File: src/rtl/distribute_1xn_simple_seq_if.sv
// +-----------------------------------------------------------------------------+
// | distribute_1xn_simple_seq_if : handshake/data bundle for the 1xN distributor |
// | Revision 1.0                                                                 |
// +-----------------------------------------------------------------------------+
`default_nettype none

interface distribute_1xn_simple_seq_if #(
  parameter int DATA_WIDTH    = 32,
  parameter int NUM_OUTPUT    = 4,
  parameter int COMMAND_WIDTH = NUM_OUTPUT
);
  logic                             i_valid;
  logic [DATA_WIDTH-1:0]            i_data_bus;
  logic                             o_ready;
  logic                             i_en;
  logic [COMMAND_WIDTH-1:0]         i_cmd;
  logic [NUM_OUTPUT-1:0]            o_valid;
  logic [NUM_OUTPUT*DATA_WIDTH-1:0] o_data_bus;
  logic [NUM_OUTPUT-1:0]            i_ready;

  modport slave (
    input  i_valid, i_data_bus, i_en, i_cmd, i_ready,
    output o_ready, o_valid, o_data_bus
  );

  modport master (
    output i_valid, i_data_bus, i_en, i_cmd, i_ready,
    input  o_ready, o_valid, o_data_bus
  );
endinterface

`default_nettype wire

File: src/rtl/distribute_1xn_simple_seq.sv
// +-----------------------------------------------------------------------------+
// | distribute_1xn_simple_seq : registered 1xN unicast/multicast distributor     |
// | with one FIFO per output port. Revision 1.0                                  |
// +-----------------------------------------------------------------------------+
`default_nettype none

module distribute_1xn_simple_seq #(
  parameter int DATA_WIDTH    = 32,
  parameter int NUM_OUTPUT    = 4,
  parameter int COMMAND_WIDTH = NUM_OUTPUT,
  parameter int FIFO_DEPTH    = 2
) (
  input  wire                             clk,
  input  wire                             rst,
  distribute_1xn_simple_seq_if.slave      bus
);

  localparam int PTR_W = $clog2(FIFO_DEPTH);
  localparam int CNT_W = PTR_W + 1;

  generate
    if (COMMAND_WIDTH != NUM_OUTPUT) begin : g_bad_cmd_width
      $error("COMMAND_WIDTH must equal NUM_OUTPUT");
    end
    if (NUM_OUTPUT < 2) begin : g_bad_num_output
      $error("NUM_OUTPUT must be at least 2");
    end
    if ((FIFO_DEPTH < 2) || ((FIFO_DEPTH & (FIFO_DEPTH - 1)) != 0)) begin : g_bad_depth
      $error("FIFO_DEPTH must be a power of 2 and at least 2");
    end
  endgenerate

  logic [CNT_W-1:0]      count [NUM_OUTPUT];
  logic [DATA_WIDTH-1:0] head  [NUM_OUTPUT];
  logic [NUM_OUTPUT-1:0] full;
  logic [NUM_OUTPUT-1:0] empty;
  logic [NUM_OUTPUT-1:0] push;
  logic [NUM_OUTPUT-1:0] pop;
  logic                  ready;
  logic                  accept;
  logic [NUM_OUTPUT*DATA_WIDTH-1:0] data_out;

  always_comb begin
    full  = '0;
    empty = '0;
    for (int k = 0; k < NUM_OUTPUT; k++) begin
      full[k]  = (count[k] == CNT_W'(FIFO_DEPTH));
      empty[k] = (count[k] == '0);
    end
  end

  // Space is judged on current occupancy only; a same-cycle pop never frees a slot.
  assign ready  = bus.i_en & ~rst & ~(|(bus.i_cmd & full));
  assign accept = bus.i_valid & ready;
  assign push   = {NUM_OUTPUT{accept}} & bus.i_cmd;
  assign pop    = ~empty & bus.i_ready;

  generate
    for (genvar k = 0; k < NUM_OUTPUT; k++) begin : g_fifo
      logic [DATA_WIDTH-1:0] mem [FIFO_DEPTH];
      logic [PTR_W-1:0]      wr_ptr;
      logic [PTR_W-1:0]      rd_ptr;
      logic [CNT_W-1:0]      occ;

      always_ff @(posedge clk) begin
        if (rst) begin
          wr_ptr <= '0;
          rd_ptr <= '0;
          occ    <= '0;
        end else begin
          if (push[k]) begin
            wr_ptr <= wr_ptr + 1'b1;
          end
          if (pop[k]) begin
            rd_ptr <= rd_ptr + 1'b1;
          end
          case ({push[k], pop[k]})
            2'b10:   occ <= occ + CNT_W'(1);
            2'b01:   occ <= occ - CNT_W'(1);
            default: occ <= occ;
          endcase
        end
      end

      // Storage needs no reset: it is only observed through a non-empty head.
      always_ff @(posedge clk) begin
        if (!rst && push[k]) begin
          mem[wr_ptr] <= bus.i_data_bus;
        end
      end

      assign count[k] = occ;
      assign head[k]  = mem[rd_ptr];
    end
  endgenerate

  always_comb begin
    data_out = '0;
    for (int k = 0; k < NUM_OUTPUT; k++) begin
      data_out[k*DATA_WIDTH +: DATA_WIDTH] = empty[k] ? '0 : head[k];
    end
  end

  assign bus.o_ready    = ready;
  assign bus.o_valid    = ~empty;
  assign bus.o_data_bus = data_out;

endmodule

`default_nettype wire
File: src/flat_wrapper.sv
// flat-port wrapper written by rule: the top's interface ports become plain ports
module distribute_1xn_simple_seq_flat 
#(
  parameter int DATA_WIDTH    = 32,
  parameter int NUM_OUTPUT    = 4,
  parameter int COMMAND_WIDTH = NUM_OUTPUT,
  parameter int FIFO_DEPTH    = 2
)
  (clk, rst, bus_i_valid, bus_i_data_bus, bus_i_en, bus_i_cmd, bus_i_ready, bus_o_ready, bus_o_valid, bus_o_data_bus);
  distribute_1xn_simple_seq_if #(.DATA_WIDTH(DATA_WIDTH), .NUM_OUTPUT(NUM_OUTPUT), .COMMAND_WIDTH(COMMAND_WIDTH)) bus_i ();
  input  wire clk;
  input  wire rst;
  input wire logic [$bits(bus_i.i_valid)-1:0] bus_i_valid;
  input wire logic [$bits(bus_i.i_data_bus)-1:0] bus_i_data_bus;
  input wire logic [$bits(bus_i.i_en)-1:0] bus_i_en;
  input wire logic [$bits(bus_i.i_cmd)-1:0] bus_i_cmd;
  input wire logic [$bits(bus_i.i_ready)-1:0] bus_i_ready;
  output wire logic [$bits(bus_i.o_ready)-1:0] bus_o_ready;
  output wire logic [$bits(bus_i.o_valid)-1:0] bus_o_valid;
  output wire logic [$bits(bus_i.o_data_bus)-1:0] bus_o_data_bus;
  assign bus_i.i_valid = bus_i_valid;
  assign bus_i.i_data_bus = bus_i_data_bus;
  assign bus_i.i_en = bus_i_en;
  assign bus_i.i_cmd = bus_i_cmd;
  assign bus_i.i_ready = bus_i_ready;
  assign bus_o_ready = bus_i.o_ready;
  assign bus_o_valid = bus_i.o_valid;
  assign bus_o_data_bus = bus_i.o_data_bus;
  distribute_1xn_simple_seq #(.DATA_WIDTH(DATA_WIDTH), .NUM_OUTPUT(NUM_OUTPUT), .COMMAND_WIDTH(COMMAND_WIDTH), .FIFO_DEPTH(FIFO_DEPTH)) u_core (.clk(clk), .rst(rst), .bus(bus_i));
endmodule
File: config.mk
export PLATFORM = sky130hd
export DESIGN_NAME = distribute_1xn_simple_seq_flat
export DESIGN_NICKNAME = d
export VERILOG_FILES = /design/src/rtl/distribute_1xn_simple_seq_if.sv /design/src/rtl/distribute_1xn_simple_seq.sv /design/src/flat_wrapper.sv
export SDC_FILE = /design/constraint.sdc
export NUM_CORES = 1
export LEC_CHECK = 0
export BUFFER_PORTS_ARGS = -buffer_cell sky130_fd_sc_hd__buf_2
export CORE_ASPECT_RATIO = 2
export CORE_UTILIZATION = 60
export CTS_CLUSTER_SIZE = 8
export DETAILED_ROUTE_END_ITERATION = 8
export GPL_ROUTABILITY_DRIVEN = 0
export PLACE_DENSITY = 0.95
export RECOVER_POWER = 100
export SYNTH_ARGS = -nofsm -noshare
export SYNTH_HDL_FRONTEND = slang
export SYNTH_SLANG_ARGS = --single-unit
export TNS_END_PERCENT = 5
File: constraint.sdc
create_clock -name clk -period 11.4 [get_ports clk]
set_input_delay 1.71 -clock clk [delete_from_list [all_inputs] [get_ports clk]]
set_output_delay 1.71 -clock clk [all_outputs]
set_load 0.005 [all_outputs]
# Word level (Yosys, flattened, before mapping)
# Memory sizes are Yosys's and may differ from the RTL's. A register that Yosys moved wholly into a read port is not among the register bits.
# Index checks and enable logic that the tools add are counted.
classes:
  add_sub_neg: 16
  eq_ne: 12
  muxes: 24
  bitwise: 9
  reduce_logical: 14
op_table:
  columns: ["operator", "count"]
  rows:
  - ["$mux 32", 4]
  - ["$eq 2x2->1 const B", 8]
  - ["$mux 1", 16]
  - ["$pmux 2 s2", 4]
  - ["$and 4x4->4", 3]
  - ["$add 1x1->1 const B", 8]
  - ["$add 2x1->2 const B", 4]
  - ["$eq 2x1->1 const B", 4]
  - ["$logic_not 2->1", 4]
  - ["$reduce_bool 2->1", 4]
  - ["$sub 2x1->2 const B", 4]
  - ["$logic_and 1x1->1", 4]
  - ["$not 4->4", 1]
  - ["$reduce_or 4->1", 1]
  - ["$and 1x1->1", 3]
  - ["$not 1->1", 2]
  - ["$logic_not 1->1", 1]
totals:
  regBits: 16
  mem_bits_rw: 256
  wordCells: 91
  memories: 4
memory_table:
  columns: ["memory", "words", "word_bits", "rd", "rd_ports_with_merged_regs", "write_ports", "line_no", "rtl"]
  rows:
  - ["u_core.g_fifo[0].mem", 2, 32, 1, 1, 1, "distribute_1xn_simple_seq.sv:60", "logic [DATA_WIDTH-1:0] mem [FIFO_DEPTH];"]
  - ["u_core.g_fifo[1].mem", 2, 32, 1, 1, 1, "distribute_1xn_simple_seq.sv:60", null]
  - ["u_core.g_fifo[2].mem", 2, 32, 1, 1, 1, "distribute_1xn_simple_seq.sv:60", null]
  - ["u_core.g_fifo[3].mem", 2, 32, 1, 1, 1, "distribute_1xn_simple_seq.sv:60", null]

# Longest topological paths before layout
# Gate-level depths: netlist of the first run.
depth:
  word_depth: 10
  depth_mapped: 7
  mapped_depth_nobuf: 7

# Worst setup path after synthesis of the first run
# No wires, ideal clock.
synth_path:
  path_type: "input to register"
  startpoint: "in bus_i_cmd[2]"
  endpoint: "mem u_core.g_fifo[1].mem[1][0] (enable)"
  arrival_time_ns: 4.404
  required_ns: 10.939
  setup_slack_ns: 6.535
  stages: 4
  n_path_buf: 0
  path_cell_list: "and3b_1 -> a31oi_4 -> nand2_1 -> nor3_1"
synth_between:
  elab_chain_len: 9
synth_lines:
  columns: ["item", "line_no", "rtl"]
  rows:
  - ["from (decl)", "flat_wrapper.sv:16", "input wire logic [$bits(bus_i.i_cmd)-1:0] bus_i_cmd;"]
  - ["$and 4x4->4", "distribute_1xn_simple_seq.sv:53", "assign ready = bus.i_en & ~rst & ~(|(bus.i_cmd & full));"]
  - ["$reduce_or 4->1", "distribute_1xn_simple_seq.sv:53", null]
  - ["$not 1->1", "distribute_1xn_simple_seq.sv:53", null]
  - ["$and 1x1->1", "distribute_1xn_simple_seq.sv:53", null]
  - ["$and 1x1->1", "distribute_1xn_simple_seq.sv:54", "assign accept = bus.i_valid & ready;"]
  - ["$and 4x4->4", "distribute_1xn_simple_seq.sv:55", "assign push = {NUM_OUTPUT{accept}} & bus.i_cmd;"]
  - ["$logic_and 1x1->1", "distribute_1xn_simple_seq.sv:87", "if (!rst && push[k]) begin"]
  - ["$mux 1", "distribute_1xn_simple_seq.sv:87", null]
  - ["$mux 1 (implied by the code)", "distribute_1xn_simple_seq.sv:88", "mem[wr_ptr] <= bus.i_data_bus;"]
  - ["to (decl)", "distribute_1xn_simple_seq.sv:60", null]
# No other way between the ends.

# Worst setup path in the final report of the first run
layout_path:
  startpoint: "in rst"
  endpoint: "mem u_core.g_fifo[1].mem[0][10] (enable)"
layout_between:
  elab_chain_len: 8
layout_lines:
  columns: ["item", "line_no", "rtl"]
  rows:
  - ["from (decl)", "flat_wrapper.sv:12", "input wire rst;"]
  - ["$not 1->1", "distribute_1xn_simple_seq.sv:53", null]
  - ["$and 1x1->1 (2 in series)", "distribute_1xn_simple_seq.sv:53", null]
  - ["$and 1x1->1", "distribute_1xn_simple_seq.sv:54", null]
  - ["$and 4x4->4", "distribute_1xn_simple_seq.sv:55", null]
  - ["$logic_and 1x1->1 *", "distribute_1xn_simple_seq.sv:87", null]
  - ["$mux 1 *", "distribute_1xn_simple_seq.sv:87", null]
  - ["$mux 1 (implied by the code) *", "distribute_1xn_simple_seq.sv:88", null]
# Every way passes the cells marked *; elsewhere a longest branch is shown, timed or not.

==> results.json, run 1 <==
{
  "rsz0062_at_grt": "no",
  "pwr_density_cell_mw_per_mm2": 192,
  "period_share_pct": 45.8,
  "die_h_um": 189,
  "syn_area_sq_mm": 0.0105,
  "rows": 68,
  "synth_top_family_by_area": "multiplexers",
  "finalSetupTns_ns": 0,
  "synth_xor_area_share_pct": 1.00,
  "io_pins": 177,
  "synthCells": 646,
  "diodes": 0,
  "drt-initial-drc-count": 402,
  "mostFrequentLayoutCell": "edfxtp_1",
  "required_ns": 11.42,
  "area.growth.synth_to_final_pct": 18.8,
  "drc": 0,
  "clock.fmax_mhz": 192,
  "grt_usage_pct": 27.0,
  "ir_drop_mv": 0.142,
  "root_buffer": "clkbuf_16",
  "die_w_um": 95.5,
  "ys_seq_area_share_pct": 77.0,
  "cts_tree": "built",
  "wire_per_inst_um": 22.5,
  "nNetsFinal": 883,
  "grt_pass1_vias": 6326,
  "antenna_found_initial": 0,
  "clock_latency_ns": 0.51,
  "syn_nets": 694,
  "synthMuxAreaShare_pct": 12.6,
  "dp_cells": 1003,
  "setup_viol": 0,
  "clockBufferDepth": 3,
  "cts_made_buffers": 40,
  "post-route-min-period_ns": 5.22,
  "num-fill-cells": 1057,
  "slew_headroom_pct": -124,
  "hold_path_class": "register to register",
  "avgSynthCellArea_sq_um": 16.3,
  "postCtsHoldBufs": 0,
  "cts.clk_slew.worst_paths_ns": 0.05,
  "grt_max_degree": 34,
  "cts_sinks": 276,
  "endpoint_kind": "register",
  "power.total_w": 0.00239,
  "route.met3.wl_um": 1690,
  "skew_ns": 0.0148,
  "synth_compound_area_share_pct": 0.584,
  "cts_setup_buffers": 0,
  "hold_viol": 0,
  "post-route-cell-area_sq_mm": 0.0125,
  "detailed_place_hpwl_um": 14000,
  "status": "complete, but fails checks",
  "vias": 6216,
  "drive_gt1_share_pct": 12.1,
  "drt-met1-wl_um": 8120,
  "mostFrequentLayoutCells": "edfxtp_1, nor2_1, mux2i_1",
  "grt_overflow": 0,
  "drt-total-wl_um": 23700,
  "synth_fa_ha_area_share_pct": 0.477,
  "crit_arrival_ns": 5.24,
  "dr_wl_met2_um": 12400,
  "violations": "max-capacitance violations, max-slew violations",
  "io_buffers": 176,
  "grt_pass1_wl_um": 35000,
  "dpl-instance-area_sq_mm": 0.0116,
  "yosys.cell_types.count": 23,
  "top_layer": "met4",
  "viasPerCell": 5.90,
  "synth-simple-area-share_pct": 6.79,
  "tightest_slew_ns": 3.35,
  "cts_resized": 0,
  "h-tree-depth": 2,
  "cp_max_fo": 32,
  "coreArea_sq_mm": 0.0172,
  "startpoint_type": "input port",
  "ys_seq_elements": 276,
  "maxCapViolCount": 12,
  "yosys_warnings": 0,
  "start_util_pct": 61.1,
  "criticalPathCategory": "input port to register",
  "die_area_sq_mm": 0.0181,
  "stdcell_count": 1054,
  "maxSlewViolCount": 400,
  "drt_first_pass_iters": 5,
  "power.leakage_nw": 4.09,
  "final_antenna_net_count": 0
}
-- routing by layer --
layer | global-route usage [%] | vias up
met5 | 0 | -
met4 | 18.3 | 0
met3 | 3.94 | 96
met2 | 44.9 | 384
met1 | 31.7 | 3015
li1 | - | 2721
-- sequential cells by signal (all words and copies together) (netlist names), named ones only --
signal,flops
u_core.g_fifo.mem,256
u_core.g_fifo.occ,8
u_core.g_fifo.rd_ptr,4
u_core.g_fifo.wr_ptr,4
-- area by class of cell --
| cell class | instances | area (sq um) | area share, % |
|---|---|---|---|
| clock buffers | 48 | 1050 | 8.44 |
| flip-flops and latches | 276 | 8090 | 64.9 |
| inverters | 9 | 33.8 | 0.271 |
| well taps | 210 | 263 | 2.11 |
| clock inverters | 3 | 47.5 | 0.381 |
| multi-input cells | 331 | 2250 | 18.0 |
| repair buffers | 177 | 731 | 5.86 |
-- final timing paths --
kind                                                           start                                    end  slack, ns  cells past startpoint
worst min register to register  u_core.g_fifo[1].wr_ptr$_SDFFE_PP0N_   u_core.g_fifo[1].wr_ptr$_SDFFE_PP0N_       0.49                      1
worst min-delay path            u_core.g_fifo[1].wr_ptr$_SDFFE_PP0N_   u_core.g_fifo[1].wr_ptr$_SDFFE_PP0N_       0.49                      1
worst max-delay path                                             rst  u_core.g_fifo[1].mem[0][10]$_DFFE_PP_       6.18                      4
worst max register to register  u_core.g_fifo[2].occ[0]$_SDFFE_PP0P_  u_core.g_fifo[1].mem[0][10]$_DFFE_PP_       7.36                      4
-- cells by family (layout without fill, tap and decap cells) --
group,count (synthesis),in the layout
flip-flops,276,276
multiplexers,132,132
AO/OA/AOI/OAI,9,9
adder cells (fa/ha/maj),4,4
AND/OR/NAND/NOR,174,174
XOR/XNOR,12,12
buffers and inverters,39,237
-- power by group --
part / internal [W] / switching [W] / total [W]
registers: 0.00113 / 0.0000313 / 0.00116
logic: 0.0000736 / 0.000111 / 0.000184
clock network: 0.000661 / 0.000389 / 0.00105
total: 0.00186 / 0.000531 / 0.00239
-- critical path: stages --
cell	delay [ns]
clkbuf_1	0.33
and4b_1	0.47
nand4_1	0.22
nor2_1	2.49
-- metrics by stage --
step	hold slack, ns	setup WS (ns)	utilization (%)
final	0.486	6.18	72.6
after global routing	0.501	5.96	72.6
after CTS	0.516	7.12	74.0
after detailed placement	0.500	7.12	67.6
after global placement	0.482	7.13	67.6
after floorplan	0.436	6.53	-
-- cell usage after synthesis --
master    number  area share [%]
and4b_1        1           0.095
nor3_1         1           0.048
xnor2_1        8            0.67
or3_1          4            0.24
a21oi_1        4            0.19
inv_1          9            0.32
nand3b_1       2            0.14
nand2_1        2           0.072
and3b_1        1           0.083
xor2_1         4            0.33
dfxtp_1       20             3.8
mux2i_1      132              13
o21ai_0        4            0.19
nand4_1        4            0.24
nor2_1       151             5.4
a31oi_4        1            0.20
and2_1         4            0.24
edfxtp_1     256              73
nand2b_1       4            0.24
buf_2         12            0.57
buf_1          1           0.036
clkbuf_1      17            0.61
ha_1           4            0.48
(Power assumes the default switching activity.)
==> run 2: changes to the inputs <==
--- a/config.mk
+++ b/config.mk
@@ -7,11 +7,11 @@
 export LEC_CHECK = 0
 export BUFFER_PORTS_ARGS = -buffer_cell sky130_fd_sc_hd__buf_2
 export CORE_ASPECT_RATIO = 2
-export CORE_UTILIZATION = 60
+export CORE_UTILIZATION = 56
 export CTS_CLUSTER_SIZE = 8
 export DETAILED_ROUTE_END_ITERATION = 8
 export GPL_ROUTABILITY_DRIVEN = 0
-export PLACE_DENSITY = 0.95
+export PLACE_DENSITY = 0.91
 export RECOVER_POWER = 100
 export SYNTH_ARGS = -nofsm -noshare
 export SYNTH_HDL_FRONTEND = slang
==> constraint.sdc (replaced) <==
create_clock -name clk -period 5.13 [get_ports clk]
set_input_delay 0.7695 -clock clk [delete_from_list [all_inputs] [get_ports clk]]
set_output_delay 0.7695 -clock clk [all_outputs]
set_load 0.005 [all_outputs]
==> run 2 against run 1 <==
Net effect:
- the run still ends with max-capacitance violations, max-slew violations left
- largest power group unchanged
- clock skew fell by 0.0021 ns
- clock power grew 120%
- utilization fell by 4.0 points
- register-to-register slack lost 5.7 ns
- global-route usage fell by 2.6 points
- setup slack got worse by 4.9 ns
==> results.json, run 2 (synthesis gave the netlist of run 1 again) <==
{
  "critPathSlowestCell": "dfxtp_1",
  "swShare_pct": 22.1,
  "mostFrequentLayoutCell": "edfxtp_1",
  "violations": "max-capacitance violations, max-slew violations",
  "rows": 70,
  "tightest_slew_ns": 2.23,
  "hold_viol": 0,
  "cts.clk_slew.worst_paths_ns": 0.05,
  "seq_area_sq_mm": 0.00809,
  "drt_first_pass_iters": 5,
  "dpl-instance-area_sq_mm": 0.0116,
  "r2r_cells": 5,
  "wire_per_inst_um": 22.2,
  "maxSlewViolCount": 165,
  "drt-initial-drc-count": 454,
  "largest_register_ffs": 256,
  "die_w_um": 98.8,
  "h-tree-depth": 2,
  "clockBufferDepth": 3,
  "grt_usage_pct": 24.3,
  "drive_gt1_share_pct": 14.0,
  "regMostFlops": "u_core.g_fifo.mem",
  "clock_latency_ns": 0.50,
  "finalSetupTns_ns": 0,
  "setup_viol": 0,
  "slew_headroom_pct": -48.4,
  "cpLargestDelayFamily": "flip-flops",
  "top_regs": "u_core.g_fifo.mem (256), u_core.g_fifo.occ (8)",
  "rr_endpoint": "u_core.g_fifo[1].mem[1][16]$_DFFE_PP_",
  "cts_setup_buffers": 0,
  "power.total_w": 0.00532,
  "status": "complete, but fails checks",
  "diodes": 0,
  "rrSetupSlack_ns": 1.71,
  "detailed_place_hpwl_um": 14000,
  "hold_depth": 2,
  "path_buf_inv": 1,
  "num-fill-cells": 1145,
  "grt_pass1_vias": 6191,
  "pwr_density_cell_mw_per_mm2": 424,
  "p_int_w": 0.00415,
  "antenna_found_initial": 0,
  "ir_drop_mv": 0.304,
  "postCtsHoldBufs": 0,
  "start_util_pct": 57.4,
  "endpoint_kind": "output port",
  "mostFrequentLayoutCells": "edfxtp_1, nor2_1, mux2i_1",
  "hp-start": "u_core.g_fifo[0].rd_ptr$_SDFFE_PP0P_",
  "grt_overflow": 0,
  "period_share_pct": 74.8,
  "power.leakage_nw": 4.13,
  "cts_sinks": 276,
  "cts_made_buffers": 40,
  "required_ns": 4.36,
  "area.growth.synth_to_final_pct": 19.6,
  "coreArea_sq_mm": 0.0183,
  "final_antenna_net_count": 0,
  "rsz0062_at_grt": "no",
  "sequentialPowerShare_pct": 48.5,
  "crit_arrival_ns": 3.07,
  "maxCapViolCount": 5,
  "clock.fmax_mhz": 261,
  "post-route-min-period_ns": 3.84,
  "root_buffer": "clkbuf_16",
  "drc": 0,
  "rr_startpoint": "u_core.g_fifo[2].occ[0]$_SDFFE_PP0P_",
  "nNetsFinal": 883,
  "hold_path_class": "register to register",
  "multi_input_area_sq_mm": 0.00232,
  "crit_chain": "mux2i_1, nor2_1, clkbuf_1",
  "viasPerCell": 5.74,
  "cts_resized": 0,
  "clkPwrFrac_pct": 43.6,
  "startpoint_type": "register",
  "die_area_sq_mm": 0.0193,
  "grt_max_degree": 34,
  "criticalPathCategory": "register to output port",
  "post-route-cell-area_sq_mm": 0.0126,
  "cp_max_fo": 32,
  "p_switching_w": 0.00117,
  "vias": 6088,
  "cts_tree": "built",
  "grt_pass1_wl_um": 34600,
  "die_h_um": 196,
  "comb_power_share_pct": 7.9,
  "cpPeakStageDelay_ns": 1.77,
  "io_buffers": 176,
  "drt-total-wl_um": 23500,
  "io_pins": 177,
  "skew_ns": 0.0127
}
## run 2: cell count changes in the layout (fill, tap and decap cells not counted), moves of 2 or more
cell,previous run,this run
clkbuf_1,131,119
buf_1,0,2
nor2_4,0,11
clkbuf_2,40,45
buf_2,13,18
dfxtp_1,16,20
dfxtp_2,4,0
nor2_1,151,140
## run 2: worst register-to-register path, delay by kind of cell, from the launching register on
| family | cells | cell delay [ns] |
|---|---|---|
| AOI/OAI and AO/OA | 1 | 0.31 |
| buffers and inverters | 1 | 1.62 |
| DFF | 1 | 0.45 |
| and+or+nand+nor | 3 | 0.59 |
## run 2: area by class of cell
cell class              count  area share [%]
inverters                   9           0.269
well taps                 216            2.15
clock inverters             3           0.379
clock buffers              48            8.38
flip-flops and latches    276            64.4
repair buffers            177            5.92
multi-input cells         331            18.5
## run 2: how the worst max path moves through the flow
stage | startpoint | to | slack, ns | cells after the start
floorplan | bus_i_cmd[2] | u_core.g_fifo[1].mem[1][0]$_DFFE_PP_ | 1.21 | 4
global placement | rst | u_core.g_fifo[0].mem[0][12]$_DFFE_PP_ | 2.15 | 4
detailed placement | rst | u_core.g_fifo[2].mem[1][12]$_DFFE_PP_ | 2.07 | 4
CTS | register | bus_o_data_bus[3] | 2.12 | 3
global route | register | bus_o_data_bus[81] | 1.20 | 3
finish | register | bus_o_data_bus[3] | 1.29 | 3
## run 2: through the flow
step	std cells	worst slack [ns]	utilization [%]	hold WS, ns
after floorplan	646	1.21	-	0.436
after global placement	1009	2.15	63.5	0.493
after detailed placement	1009	2.07	63.5	0.502
after CTS	1060	2.12	69.5	0.519
after global routing	1060	1.20	68.6	0.534
final	1060	1.29	68.6	0.515
## run 2: power groups by stage
stage	logic (W)	registers, W	clock network, W
floorplan	0.000261	0.00256	0
global placement	0.000412	0.00262	0
detailed placement	0.000423	0.00262	0
CTS	0.000429	0.00258	0.00233
global route	0.000454	0.00258	0.00242
finish	0.000419	0.00258	0.00232
## run 2: metal layers
metal  wire length (um)  part of all wire, %  up-vias  GRT usage, %
met5                  0                    0        -             0
met4               1420                  6.0        0          15.1
met3               1210                  5.1       78          3.42
met2              12700                   54      268          44.3
met1               8250                   35     3011          26.3
li1                   -                    -     2731             -
